File: config.mk
export PLATFORM = sky130hd
export DESIGN_NAME = ts4231_cfg_scheduler_flat
export DESIGN_NICKNAME = d
export VERILOG_FILES = /design/src/rtl/ts4231_pkg.sv /design/src/rtl/ts4231_cfg_scheduler_if.sv /design/src/rtl/ts4231_rr_arbiter.sv /design/src/rtl/ts4231_cfg_scheduler.sv /design/src/flat_wrapper.sv
export SDC_FILE = /design/constraint.sdc
export NUM_CORES = 1
export LEC_CHECK = 0
export BUFFER_PORTS_ARGS = -buffer_cell sky130_fd_sc_hd__buf_4
export CAP_MARGIN = 20
export CORE_MARGIN = 2
export CORE_UTILIZATION = 55
export DETAILED_ROUTE_END_ITERATION = 8
export PLACE_DENSITY = 0.75
export SYNTH_ARGS = -nofsm -noshare
export SYNTH_HDL_FRONTEND = slang
export SYNTH_SLANG_ARGS = --single-unit
File: constraint.sdc
create_clock -name clock -period 3.1 [get_ports clock]
set_input_delay 0.31 -clock clock [delete_from_list [all_inputs] [get_ports clock]]
set_output_delay 0.31 -clock clock [all_outputs]
set_load 0.05 [all_outputs]
File: src/rtl/ts4231_pkg.sv
// ts4231_pkg: state encoding and default timing shared by the TS4231 scheduler and init engine.
package ts4231_pkg;
    typedef enum logic [2:0] {IDLE, HRST, START, WAIT_DONE, NEXT, RUN} state_t;
    localparam int HARD_RESET_CYCLES_DEF = 480;
    localparam int CFG_TIMEOUT_CYCLES_DEF = 4_800_000;
    localparam int MAX_RETRIES_DEF = 3;
    function automatic int sel_width(int n);
        return n > 1 ? $clog2(n) : 1;
    endfunction
endpackage

File: src/rtl/ts4231_cfg_scheduler_if.sv
// ts4231_cfg_scheduler_if: per-sensor init-engine strobes plus the capture grant handshake.
interface ts4231_cfg_scheduler_if import ts4231_pkg::*; #(
    parameter int N = 4
);
    localparam int SW = sel_width(N);
    logic [N-1:0] hard_reset;
    logic [N-1:0] cfg_start;
    logic [N-1:0] cfg_done;
    logic [N-1:0] start_watch;
    logic [N-1:0] capture_done;
    logic [SW-1:0] grant_sel;
    logic grant_valid;
    logic grant_ready;
    modport master (
        output hard_reset, cfg_start, start_watch, grant_sel, grant_valid,
        input cfg_done, capture_done, grant_ready
    );
    modport slave (
        input hard_reset, cfg_start, start_watch, grant_sel, grant_valid,
        output cfg_done, capture_done, grant_ready
    );
endinterface

File: src/rtl/ts4231_rr_arbiter.sv
// ts4231_rr_arbiter: picks the first requesting index strictly after ptr, wrapping at N-1.
module ts4231_rr_arbiter import ts4231_pkg::*; #(
    parameter int N = 4,
    parameter int SW = sel_width(N)
) (
    input logic [N-1:0] req,
    input logic [SW-1:0] ptr,
    output logic [SW-1:0] sel,
    output logic any
);
    // Scanning from the farthest candidate back lets the nearest request win.
    always_comb begin
        sel = '0;
        for (int k = N; k >= 1; k--) begin
            if (req[SW'((int'(ptr) + k) % N)]) sel = SW'((int'(ptr) + k) % N);
        end
    end
    assign any = |req;
endmodule

File: src/rtl/ts4231_cfg_scheduler.sv
// ts4231_cfg_scheduler: sequences hard reset and configuration of each TS4231 front-end,
// then arbitrates capture completions round-robin while running.
module ts4231_cfg_scheduler import ts4231_pkg::*; #(
    parameter int NUMBER_OF_SENSORS = 4,
    parameter int HARD_RESET_CYCLES = HARD_RESET_CYCLES_DEF,
    parameter int CFG_TIMEOUT_CYCLES = CFG_TIMEOUT_CYCLES_DEF,
    parameter int MAX_RETRIES = MAX_RETRIES_DEF
) (
    input logic clock,
    input logic reset_n,
    input logic enable,
    ts4231_cfg_scheduler_if.master bus,
    output logic [NUMBER_OF_SENSORS-1:0] sensor_ok,
    output logic [NUMBER_OF_SENSORS-1:0] sensor_failed,
    output logic busy,
    output logic all_done
);
    localparam int N = NUMBER_OF_SENSORS;
    localparam int SW = sel_width(N);
    localparam int HW = $clog2(HARD_RESET_CYCLES + 1);
    localparam int TW = $clog2(CFG_TIMEOUT_CYCLES + 1);
    localparam int RW = $clog2(MAX_RETRIES + 1);

    state_t state;
    logic [SW-1:0] idx, ptr, arb_sel;
    logic [HW-1:0] hcnt;
    logic [TW-1:0] tcnt;
    logic [RW-1:0] retry;
    logic [N-1:0] pending, idx_oh, sel_oh;
    logic arb_any, hs;

    assign idx_oh = N'(1) << idx;
    assign sel_oh = N'(1) << bus.grant_sel;
    assign hs = bus.grant_valid & bus.grant_ready;
    assign busy = state != IDLE && state != RUN;
    assign all_done = state == RUN;

    ts4231_rr_arbiter #(.N(N), .SW(SW)) u_arb (
        .req(pending),
        .ptr(ptr),
        .sel(arb_sel),
        .any(arb_any)
    );

    always_ff @(posedge clock or negedge reset_n) begin
        if (!reset_n) begin
            state <= IDLE;
            idx <= '0;
            ptr <= '0;
            hcnt <= '0;
            tcnt <= '0;
            retry <= '0;
            pending <= '0;
            sensor_ok <= '0;
            sensor_failed <= '0;
            bus.hard_reset <= '0;
            bus.cfg_start <= '0;
            bus.start_watch <= '0;
            bus.grant_sel <= '0;
            bus.grant_valid <= 1'b0;
        end else if (!enable) begin
            state <= IDLE;
            pending <= '0;
            bus.hard_reset <= '0;
            bus.cfg_start <= '0;
            bus.start_watch <= '0;
            bus.grant_valid <= 1'b0;
        end else begin
            case (state)
                IDLE: begin
                    sensor_ok <= '0;
                    sensor_failed <= '0;
                    idx <= '0;
                    retry <= '0;
                    hcnt <= '0;
                    bus.hard_reset <= N'(1);
                    state <= HRST;
                end
                HRST: begin
                    if (hcnt == HW'(HARD_RESET_CYCLES - 1)) begin
                        bus.hard_reset <= '0;
                        bus.cfg_start <= idx_oh;
                        state <= START;
                    end else hcnt <= hcnt + 1'b1;
                end
                START: begin
                    bus.cfg_start <= '0;
                    tcnt <= '0;
                    state <= WAIT_DONE;
                end
                WAIT_DONE: begin
                    // A done seen on the timeout cycle still counts as success.
                    if (|(bus.cfg_done & idx_oh)) begin
                        sensor_ok <= sensor_ok | idx_oh;
                        state <= NEXT;
                    end else if (tcnt == TW'(CFG_TIMEOUT_CYCLES - 1)) begin
                        retry <= retry + 1'b1;
                        if (int'(retry) + 1 < MAX_RETRIES) begin
                            hcnt <= '0;
                            bus.hard_reset <= idx_oh;
                            state <= HRST;
                        end else begin
                            sensor_failed <= sensor_failed | idx_oh;
                            state <= NEXT;
                        end
                    end else tcnt <= tcnt + 1'b1;
                end
                NEXT: begin
                    retry <= '0;
                    if (idx == SW'(N - 1)) begin
                        bus.start_watch <= sensor_ok;
                        ptr <= SW'(N - 1);
                        state <= RUN;
                    end else begin
                        idx <= idx + 1'b1;
                        hcnt <= '0;
                        bus.hard_reset <= idx_oh << 1;
                        state <= HRST;
                    end
                end
                RUN: begin
                    pending <= (pending & ~(hs ? sel_oh : '0)) | (bus.capture_done & sensor_ok);
                    if (hs) begin
                        bus.grant_valid <= 1'b0;
                        ptr <= bus.grant_sel;
                    end else if (!bus.grant_valid && arb_any) begin
                        bus.grant_valid <= 1'b1;
                        bus.grant_sel <= arb_sel;
                    end
                end
                default: state <= IDLE;
            endcase
        end
    end
endmodule

File: src/flat_wrapper.sv
// flat-port wrapper written by rule: the top's interface ports become plain ports
module ts4231_cfg_scheduler_flat import ts4231_pkg::*;
#(
    parameter int NUMBER_OF_SENSORS = 4,
    parameter int HARD_RESET_CYCLES = HARD_RESET_CYCLES_DEF,
    parameter int CFG_TIMEOUT_CYCLES = CFG_TIMEOUT_CYCLES_DEF,
    parameter int MAX_RETRIES = MAX_RETRIES_DEF
)
  (clock, reset_n, enable, sensor_ok, sensor_failed, busy, all_done, bus_hard_reset, bus_cfg_start, bus_start_watch, bus_grant_sel, bus_grant_valid, bus_cfg_done, bus_capture_done, bus_grant_ready);
  ts4231_cfg_scheduler_if #(.N((4))) bus_i ();
  input logic clock;
  input logic reset_n;
  input logic enable;
  output logic [NUMBER_OF_SENSORS-1:0] sensor_ok;
  output logic [NUMBER_OF_SENSORS-1:0] sensor_failed;
  output logic busy;
  output logic all_done;
  output wire logic [$bits(bus_i.hard_reset)-1:0] bus_hard_reset;
  output wire logic [$bits(bus_i.cfg_start)-1:0] bus_cfg_start;
  output wire logic [$bits(bus_i.start_watch)-1:0] bus_start_watch;
  output wire logic [$bits(bus_i.grant_sel)-1:0] bus_grant_sel;
  output wire logic [$bits(bus_i.grant_valid)-1:0] bus_grant_valid;
  input wire logic [$bits(bus_i.cfg_done)-1:0] bus_cfg_done;
  input wire logic [$bits(bus_i.capture_done)-1:0] bus_capture_done;
  input wire logic [$bits(bus_i.grant_ready)-1:0] bus_grant_ready;
  assign bus_hard_reset = bus_i.hard_reset;
  assign bus_cfg_start = bus_i.cfg_start;
  assign bus_start_watch = bus_i.start_watch;
  assign bus_grant_sel = bus_i.grant_sel;
  assign bus_grant_valid = bus_i.grant_valid;
  assign bus_i.cfg_done = bus_cfg_done;
  assign bus_i.capture_done = bus_capture_done;
  assign bus_i.grant_ready = bus_grant_ready;
  ts4231_cfg_scheduler #(.NUMBER_OF_SENSORS(NUMBER_OF_SENSORS), .HARD_RESET_CYCLES(HARD_RESET_CYCLES), .CFG_TIMEOUT_CYCLES(CFG_TIMEOUT_CYCLES), .MAX_RETRIES(MAX_RETRIES)) u_core (.clock(clock), .reset_n(reset_n), .enable(enable), .bus(bus_i), .sensor_ok(sensor_ok), .sensor_failed(sensor_failed), .busy(busy), .all_done(all_done));
endmodule
== After elaboration in Yosys (flattened, before gate mapping) ==
Cells that the tools add are included.

* Flip-flop bits (word level): 68
* Output and inout port bits: 25

* Bitwise logic cells: 9
* $add $sub $neg: 9
* Equal/unequal tests: 32
* Shift-type cells: 2
* Magnitude comparators: 5
* Multiplexer cells: 66
* Reduce and logical (&&, ||, !) cells: 27

{| class="wikitable"
|+ Operators with widths
! kind !! number
|-
| $mux 4 || 18
|-
| $mux 23 || 2
|-
| $pmux 23 s2 || 1
|-
| $mux 9 || 5
|-
| $pmux 9 s4 || 1
|-
| $lt 32x3->1 const B || 1
|-
| $pmux 4 s2 || 3
|-
| $add 23x1->23 const B || 1
|-
| $eq 23x23->1 const B || 1
|-
| $mux 2 || 9
|-
| $mux 3 || 6
|-
| $pmux 3 s6 || 1
|-
| $lt 2x4->1 const B || 4
|-
| $ne 2x1->1 const B || 8
|-
| $pmux 4 s4 || 1
|-
| $reduce_and 4->1 || 4
|-
| $and 4x4->4 || 3
|-
| $mux 1 || 12
|-
| $ne 2x2->1 const B || 6
|-
| $or 4x4->4 || 3
|-
| $pmux 2 s2 || 3
|-
| $reduce_bool 2->1 || 5
|-
| $add 9x1->9 const B || 1
|-
| $eq 9x9->1 const B || 1
|-
| 29 further kinds || 50
|}

== Logic depth before layout (Yosys ltp) ==
Gate-level depths: netlist (run 1).

* Word-level depth: 8
* Depth in mapped cells: 8
* Mapped depth without buffers: 7

== Hierarchy ==
From an unflattened synthesis (run 1), not the netlist that was laid out.

* Cells, all modules: 415
* Area, all modules: 3794.9 um^2

{| class="wikitable"
|+ By module, submodules not included
! module !! area an instance (um^2) !! sequential area each (um^2) !! instances !! cells an instance
|-
| ts4231_cfg_scheduler || 3703.6 || 1701.6 || 1 || 401
|-
| ts4231_rr_arbiter || 91.3 || 0.0 || 1 || 14
|}

== Least setup slack after synthesis (run 1) ==
No wires, ideal clock.

* Path kind: reg-to-reg
* Start: register u_core.idx[0]
* End: register u_core.tcnt[12]
* Required time: 3.022 ns
* Buffers on the path: 0
* Arrival: 2.080 ns
* Period minus slack after synthesis: 2.157 ns
* Setup time: 0.078 ns
* Cell stages (with the launch flop): 8
* Slack: 0.943 ns
* Cell sequence: dfrtp_1 -> inv_1 -> ha_1 -> a22oi_1 -> a21boi_0 -> a311o_1 -> or4_1 -> a21oi_1

* Word-level cells in the longest chain between the ends: 5

{| class="wikitable"
|+ Ends and longest elaborated chain
! what !! RTL line !! text
|-
| start, declared || ts4231_cfg_scheduler.sv:25 || <nowiki>logic [SW-1:0] idx, ptr, arb_sel;</nowiki>
|-
| start signal, assigned || ts4231_cfg_scheduler.sv:115 || <nowiki>idx <= idx + 1'b1;</nowiki>
|-
| $shl 1x2->4 || ts4231_cfg_scheduler.sv:32 || <nowiki>assign idx_oh = N'(1) << idx;</nowiki>
|-
| $and 4x4->4 || ts4231_cfg_scheduler.sv:93 || <nowiki>if (|(bus.cfg_done & idx_oh)) begin</nowiki>
|-
| $reduce_or 4->1 || ts4231_cfg_scheduler.sv:93 ||
|-
| $ne 2x2->1 (no line) || - ||
|-
| $reduce_and 4->1 (no line) || - ||
|-
| end signal, assigned || ts4231_cfg_scheduler.sv:106 || <nowiki>end else tcnt <= tcnt + 1'b1;</nowiki>
|-
| end, declared || ts4231_cfg_scheduler.sv:27 || <nowiki>logic [TW-1:0] tcnt;</nowiki>
|}

No other way between the ends.
A chain may end at the register's enable or synchronous reset.

== Final worst setup path (run 1) ==
* Start: register u_core.idx[0]
* End: register u_core.tcnt[9]

The elaborated chain is that of the path after synthesis.

==> results of run 1 <==
==> synth_stat cells (3+ instances only) <==
library cell and count:
nand4_1 7, ha_1 8, and2_1 8, a21oi_1 30, and4_1 5, nand2_1 39, and3_1 9, a32oi_1 6
or3_1 10, o41ai_1 5, nand3_1 21, a22o_1 8, o211ai_1 4, a31oi_1 6, buf_2 3, nor2b_1 3
nand2b_1 9, nor3_1 4, a221o_1 3, clkbuf_1 16, o31ai_1 17, dfrtp_1 68, mux2i_1 8, o21ai_0 44
inv_1 6, nor2_1 35, a22oi_1 3
==> final cells by class <==
type / instances / share of cell area
clock buffers: 15 / 0.04067
clock inverters: 1 / 0.001154
inverters: 7 / 0.006057
multi-input cells: 326 / 0.4589
flip-flops and latches: 68 / 0.3923
well taps: 80 / 0.02307
repair buffers: 45 / 0.07788
==> kinds of logic (layout without fill, tap and decap cells) <==
family,count (synthesis),in the layout
muxes,9,9
xor gates and xnor gates,1,1
adders and majority gates,8,8
buffers and inverters,28,68
DFF,68,68
AOI/OAI and AO/OA,144,144
and+or+nand+nor,164,164
==> critical path, cell delays in order, from the launching register on <==
cell and delay (ns):
dfrtp_1 0.42, inv_1 0.08, ha_1 0.29, a22oi_1 0.35, a21boi_0 0.16, a311o_1 0.59, buf_4 0.28, or3_1 0.35
a21oi_1 0.14
==> where the power goes <==
| group | switching, uW | internal, uW | leakage [uW] |
|---|---|---|---|
| registers | 85.0 | 948 | 0.000937 |
| clock network | 321 | 357 | 0.0000937 |
| logic | 475 | 217 | 0.000904 |
==> cells in the final DEF (no fill, tap or decap), types with 2 or more instances in the layout <==
master     n
a21oi_1   30
a221o_1    3
a22o_1     8
a22oi_1    3
a31oi_1    6
a32oi_1    6
and2_1     8
and3_1     9
and3b_1    2
and4_1     5
buf_4     45
clkbuf_1   3
clkbuf_8  12
dfrtp_1   68
ha_1       8
inv_1      6
mux2i_1    8
nand2_1   39
nand2b_1   9
nand3_1   21
nand3b_1   2
nand4_1    7
nor2_1    35
nor2b_1    3
nor3_1     4
o211a_1    2
o211ai_1   4
o21a_1     2
o21ai_0   44
o21ai_1    2
o22a_1     2
o31ai_1   17
o41ai_1    5
or2_2      2
or3_1     10
or4_1      2
==> metrics by stage <==
step / power, uW / instances / utilization
floorplan: 1513 / 422 / -
global placement: 1725 / 526 / 0.6152
detailed placement: 1732 / 526 / 0.6152
CTS: 2403 / 542 / 0.6420
global route: 2541 / 542 / 0.6420
finish: 2403 / 542 / 0.6420
==> state kept, by name, indices dropped and copies added, names as in the netlist <==
signal / cells
u_core.bus.cfg_start: 4
u_core.bus.grant_sel: 2
u_core.bus.grant_valid: 1
u_core.bus.hard_reset: 4
u_core.bus.start_watch: 4
u_core.hcnt: 9
u_core.idx: 2
u_core.pending: 4
u_core.ptr: 2
u_core.retry: 2
u_core.sensor_failed: 4
u_core.sensor_ok: 4
u_core.state: 3
u_core.tcnt: 23
==> worst paths after layout <==
| path | from | endpoint | slack, ns |
|---|---|---|---|
| min reg2reg | u_core.hcnt[8]$_DFFE_PN0P_ | u_core.hcnt[8]$_DFFE_PN0P_ | 0.48 |
| min in group clock | bus_capture_done[2] | u_core.pending[2]$_DFFE_PN0P_ | 0.25 |
| max reg2reg | u_core.idx[0]$_DFFE_PN0P_ | u_core.tcnt[9]$_DFFE_PN0P_ | 0.36 |
| min | reset_n | u_core.tcnt[18]$_DFFE_PN0P_ | 0.09 |
| max in group asynchronous | reset_n | u_core.sensor_ok[0]$_DFFE_PN0P_ | 2.47 |
| max | u_core.idx[0]$_DFFE_PN0P_ | u_core.tcnt[9]$_DFFE_PN0P_ | 0.36 |
==> per-layer routing <==
metal,up-vias,GRT usage
met5,-,0
met4,0,0.08951
met3,15,0.04076
met2,118,0.3942
met1,1717,0.4001
li1,1655,-
==> implementation parameters, run 1 <==
Parameter                              Value

Status
  Status ... complete, no violations

Logic synthesis
  Multiplexer share of the synthesized area ... 0.02398
  Synthesized netlist cell count ... 422
  Fraction of the yosys area taken by sequential cells ... 0.4468
  Library cell occupying the most area in the post-synthesis netlist ... dfrtp_1
  Fraction of post-synthesis cell area in the top cell type by area ... 0.4468
  Count of unique library cells instantiated by Yosys ... 56
  Compound-cell area share of the yosys netlist ... 0.2467
  Ys flop type ... dfrtp_1
  Cell types occupying the most area after synthesis ... dfrtp_1 (45%), o21ai_0 (5.8%), a21oi_1 (3.9%)
  Flops & latches, synth ... 68
  Post-Synthesis Net Count ... 442
  Async S/R FF share, synth ... 1.000
  Average cell area after synthesis ... 9.025 sq um
  Largest family of logic cells by synthesized area ... compound AO/OA/AOI/OAI gates
  Warnings, synthesis ... 0
  Simple-gate share of the synthesized area ... 0.2234
  Post-synthesis adder-cell area fraction ... 0.02628
  Number of flops mapped to enable cells by yosys ... 0
  Xor and xnor fraction of the mapped netlist area ... 0.002300
  Synth Cell Area ... 3809 sq um

Detailed routing
  Number of DRC violations after detailed routing ... 0
  Top routing layer used ... met4
  Total vias in the final route ... 3505
  Number of routed nets with antenna violations ... 0
  DRC marker count from the first detailed-route iteration ... 338
  Sum of routed wire segments on met1 ... 4.508 mm
  Length of routed met3 wiring ... 524 microns
  Vias per cell ... 6.467
  TritonRoute pass-1 iters ... 5
  Wire length on met2 ... 4.184 mm
  Routed wirelength normalized by instance count ... 17.29 microns
  Total detailed-routing wirelength ... 9.370 mm

Finish
  Antenna diode instance count ... 0
  Share of cells above drive strength 1 ... 0.1385
  Final standard cell area without fillers ... 4338 sq um
  Multi-input gate area ... 1991 sq um
  Final nets ... 477
  Synth-to-layout area growth ... 13.90%
  Fillers ... 570
  Sequential Area ... 1702 sq um

Power
  Worst vdd ir ... 0.0003144 V
  Leakage dissipation ... 0.001935 uW
  Total power density per cell area ... 553.9 nW/um^2

Placement
  Post-DP HPWL ... 6.451 mm
  Setup WS pre-CTS ... 0.4324 ns
  IO Port Bufs ... 36
  RD Place Congestion ... 0.8672
  Total placed instance area ... 4156 sq um

Global route
  Pin count of the biggest net entering global routing ... 69
  Number of antenna violations at the first check in global routing ... 0
  Overall track demand over capacity in global routing ... 0.2662
  Global-route wire length before repair ... 15.93 mm
  Number of global-route vias before repair ... 3281
  Gr ovfl total ... 0

Worst setup path
  Worst Reg2Reg Path Length in Cells ... 8
  Critical path class ... register to register
  Required @ worst endpoint ... 3.36 ns
  CP Max Fanout ... 23
  Startpoint Class ... register
  Kind of end point of the critical path ... register
  Arrival @ worst endpoint ... 3.00 ns

Clock network
  Clock tree from TritonCTS ... yes
  Clock network latency to the later pin of the worst-skew pair ... 0.34 ns
  Post-CTS resize count ... 0
  Total clock sinks ... 68
  Number of hold buffers added after CTS ... 0
  CTS HTree Levels ... 3
  Buffers inserted by post-CTS timing repair ... 0
  Number of buffers created by CTS ... 9
  Max clock buf depth ... 2
  Library cell used as clock root buffer ... clkbuf_8
  Clock Pin Slew Worst Setup and Hold Paths ... 0.07 ns

Hold path
  Path type of the worst min-delay path ... input port to async pin

STA
  Worst setup margin ... 0.3637 ns
  Max Slew Vio Count ... 0
  Unrepaired setup endpoints after global routing ... no
  Final period demand of the worst path ... 2.736 ns
  Worst slack on hold paths ... 0.08724 ns
  Transition at the pin with the smallest max-transition slack ... 0.8460 ns
  Maximum clock frequency ... 365.5 MHz
  Total count of hold-check failures in the final report ... 0
  Number of endpoints failing setup at the final stage ... 0
  Setup TNS ... 0 ns
  Setup Skew ... 0.009442 ns
  Final critical-path share of the clock period ... 0.8827
  Slew Limit Headroom ... 0.4360

Floorplan
  Chip Height ... 87.22 microns
  Die Footprint ... 7606 sq um
  Site Rows ... 30
  Starting utilization of the core area ... 0.5637
  Boundary Pins ... 37
  Die extent in x ... 87.22 microns
  Core Area ... 6756 sq um

Flow run
  Count of max-cap constraint violations ... 0
Power figures use the tool's default switching activity.
==> inputs of run 2 (changes only) <==
CELL_PAD_IN_SITES_DETAIL_PLACEMENT = 1   (was default)
CELL_PAD_IN_SITES_GLOBAL_PLACEMENT = 1   (was default)
CORE_UTILIZATION = 45   (was 55)
PLACE_DENSITY = default   (was 0.75)
PLACE_DENSITY_LB_ADDON = 0.1   (was default)
==> run 2 against run 1 <==
Net effect: wire length increased by 17%; worst setup slack improved by 0.019 ns; non-clock buffer count decreased by 2; clock skew increased by 0.0043 ns; die area increased by 21%; register-to-register slack improved by 0.02 ns; critical endpoint is now u_core.sensor_failed[0]$_DFFE_PN0P_.
==> implementation parameters, run 2 (synthesis gave the netlist of run 1 again) <==
Parameter                              Value

Power
  Total power density per cell area ... 563.2 nW/um^2
  Register share of total power ... 0.434
  Internal cell power ... 1521 uW
  Leakage dissipation ... 0.001920 uW
  Total Power ... 2447 uW
  Worst vdd ir ... 0.0002413 V
  Clk pwr share ... 0.287
  Fraction of power consumed by combinational cells ... 0.279
  Switch share ... 0.3782
  Power spent charging and discharging nets ... 925.3 uW

STA
  Final period demand of the worst path ... 2.718 ns
  Number of endpoints failing setup at the final stage ... 0
  Worst slack on hold paths ... 0.06352 ns
  Transition at the pin with the smallest max-transition slack ... 0.8766 ns
  Total count of hold-check failures in the final report ... 0
  Slew Limit Headroom ... 0.4156
  Worst setup margin ... 0.3824 ns
  Final critical-path share of the clock period ... 0.8767
  Max Slew Vio Count ... 0
  Setup TNS ... 0 ns
  Maximum clock frequency ... 368.0 MHz
  Unrepaired setup endpoints after global routing ... no
  Setup Skew ... 0.01375 ns

Placement
  Dpl cells ... 549
  Setup WS pre-CTS ... 0.4306 ns
  RD Place Congestion ... 0.8174
  Post-DP HPWL ... 7.589 mm
  IO Port Bufs ... 36

Clock network
  Max clock buf depth ... 2
  Total clock sinks ... 68
  Clock network latency to the later pin of the worst-skew pair ... 0.35 ns
  Buffers inserted by post-CTS timing repair ... 0
  CTS HTree Levels ... 3
  Clock tree from TritonCTS ... yes
  Clock Pin Slew Worst Setup and Hold Paths ... 0.08 ns
  Library cell used as clock root buffer ... clkbuf_8
  Number of hold buffers added after CTS ... 0
  Post-CTS resize count ... 0
  Number of buffers created by CTS ... 9

Detailed routing
  Routed wirelength normalized by instance count ... 19.48 microns
  TritonRoute pass-1 iters ... 5
  Total detailed-routing wirelength ... 10.97 mm
  Number of routed nets with antenna violations ... 0
  Vias per cell ... 6.263
  Number of DRC violations after detailed routing ... 0
  Total vias in the final route ... 3526
  DRC marker count from the first detailed-route iteration ... 234

Worst setup path
  Arrival @ worst endpoint ... 2.99 ns
  Worst Reg2Reg Path Length in Cells ... 7
  Critical path class ... register to register
  Required @ worst endpoint ... 3.37 ns
  Startpoint Class ... register
  CP Max Fanout ... 7
  Kind of end point of the critical path ... register

Finish
  Fillers ... 991
  Antenna diode instance count ... 0
  Most frequent cells in the layout ... dfrtp_1 (68), o21ai_0 (44), buf_4 (43)
  Number of cells in the finished layout apart from fillers ... 563
  Most common cell after layout, fill and taps aside ... dfrtp_1
  Multi-input gate area ... 1991 sq um
  Sequential Area ... 1702 sq um
  Final nets ... 475
  Share of cells above drive strength 1 ... 0.1332
  Largest reg by FF count ... u_core.tcnt
  Synth-to-layout area growth ... 14.06%
  Largest registers ... u_core.tcnt x23, u_core.hcnt x9
  Flip-flop count of the largest register, all copies and words added ... 23

Global route
  Number of antenna violations at the first check in global routing ... 0
  Global-route wire length before repair ... 17.97 mm
  Overall track demand over capacity in global routing ... 0.2533
  Gr ovfl total ... 0
  Number of global-route vias before repair ... 3471
  Pin count of the biggest net entering global routing ... 69

Status
  Status ... complete, no violations

Floorplan
  Core Area ... 8217 sq um
  Die extent in x ... 96 microns
  Site Rows ... 33
  Boundary Pins ... 37
  Chip Height ... 96 microns
  Starting utilization of the core area ... 0.4635
  Die Footprint ... 9216 sq um

Flow run
  Count of max-cap constraint violations ... 0

Hold path
  Path type of the worst min-delay path ... input port to async pin
[run 2: worst paths after layout]
path / start / slack [ns] / to
setup reg to reg: u_core.idx[0]$_DFFE_PN0P_ / 0.38 / u_core.sensor_failed[0]$_DFFE_PN0P_
hold reg to reg: u_core.ptr[0]$_DFFE_PN0P_ / 0.50 / u_core.ptr[0]$_DFFE_PN0P_
min in group clock: bus_capture_done[2] / 0.23 / u_core.pending[2]$_DFFE_PN0P_
max in group asynchronous: reset_n / 2.45 / u_core.ptr[1]$_DFFE_PN0P_
setup / recovery: u_core.idx[0]$_DFFE_PN0P_ / 0.38 / u_core.sensor_failed[0]$_DFFE_PN0P_
hold / removal: reset_n / 0.06 / u_core.tcnt[18]$_DFFE_PN0P_
[run 2: per-stage QoR]
| step | util | area, sq um |
|---|---|---|
| final | 0.5287 | 4344 |
| after global routing | 0.5287 | 4344 |
| after CTS | 0.5287 | 4344 |
| after detailed placement | 0.5078 | 4173 |
| after global placement | 0.5078 | 4173 |
| after floorplan | - | 3809 |
[run 2: power groups by stage]
stage / clock network (uW) / registers [uW] / logic, uW
finish: 702 / 1060 / 684
global route: 747 / 1070 / 751
CTS: 713 / 1060 / 686
detailed placement: 0 / 1080 / 681
global placement: 0 / 1070 / 670
floorplan: 0 / 1090 / 428
[run 2: final cells by class]
type | instances | share of cell area
inverters | 7 | 0.006048
flip-flops and latches | 68 | 0.3917
repair buffers | 43 | 0.07431
clock inverters | 3 | 0.009217
clock buffers | 11 | 0.03024
well taps | 105 | 0.03024
multi-input cells | 326 | 0.4582
[run 2: metal layers]
metal  track usage  vias up  wire length, microns
li1              -     1641                     -
met1        0.3727     1800                  5431
met2        0.3825       73                  5018
met3       0.03289       12                   370
met4       0.08929        0                   147
met5             0        -                     0
[run 2: worst max-delay path, cell delays in order (launching register included)]
cell,delay (ns)
dfrtp_1,0.42
inv_1,0.08
ha_1,0.29
a22oi_1,0.32
nand2_1,0.15
nor3_1,0.42
nor4b_1,0.71
a22o_1,0.25
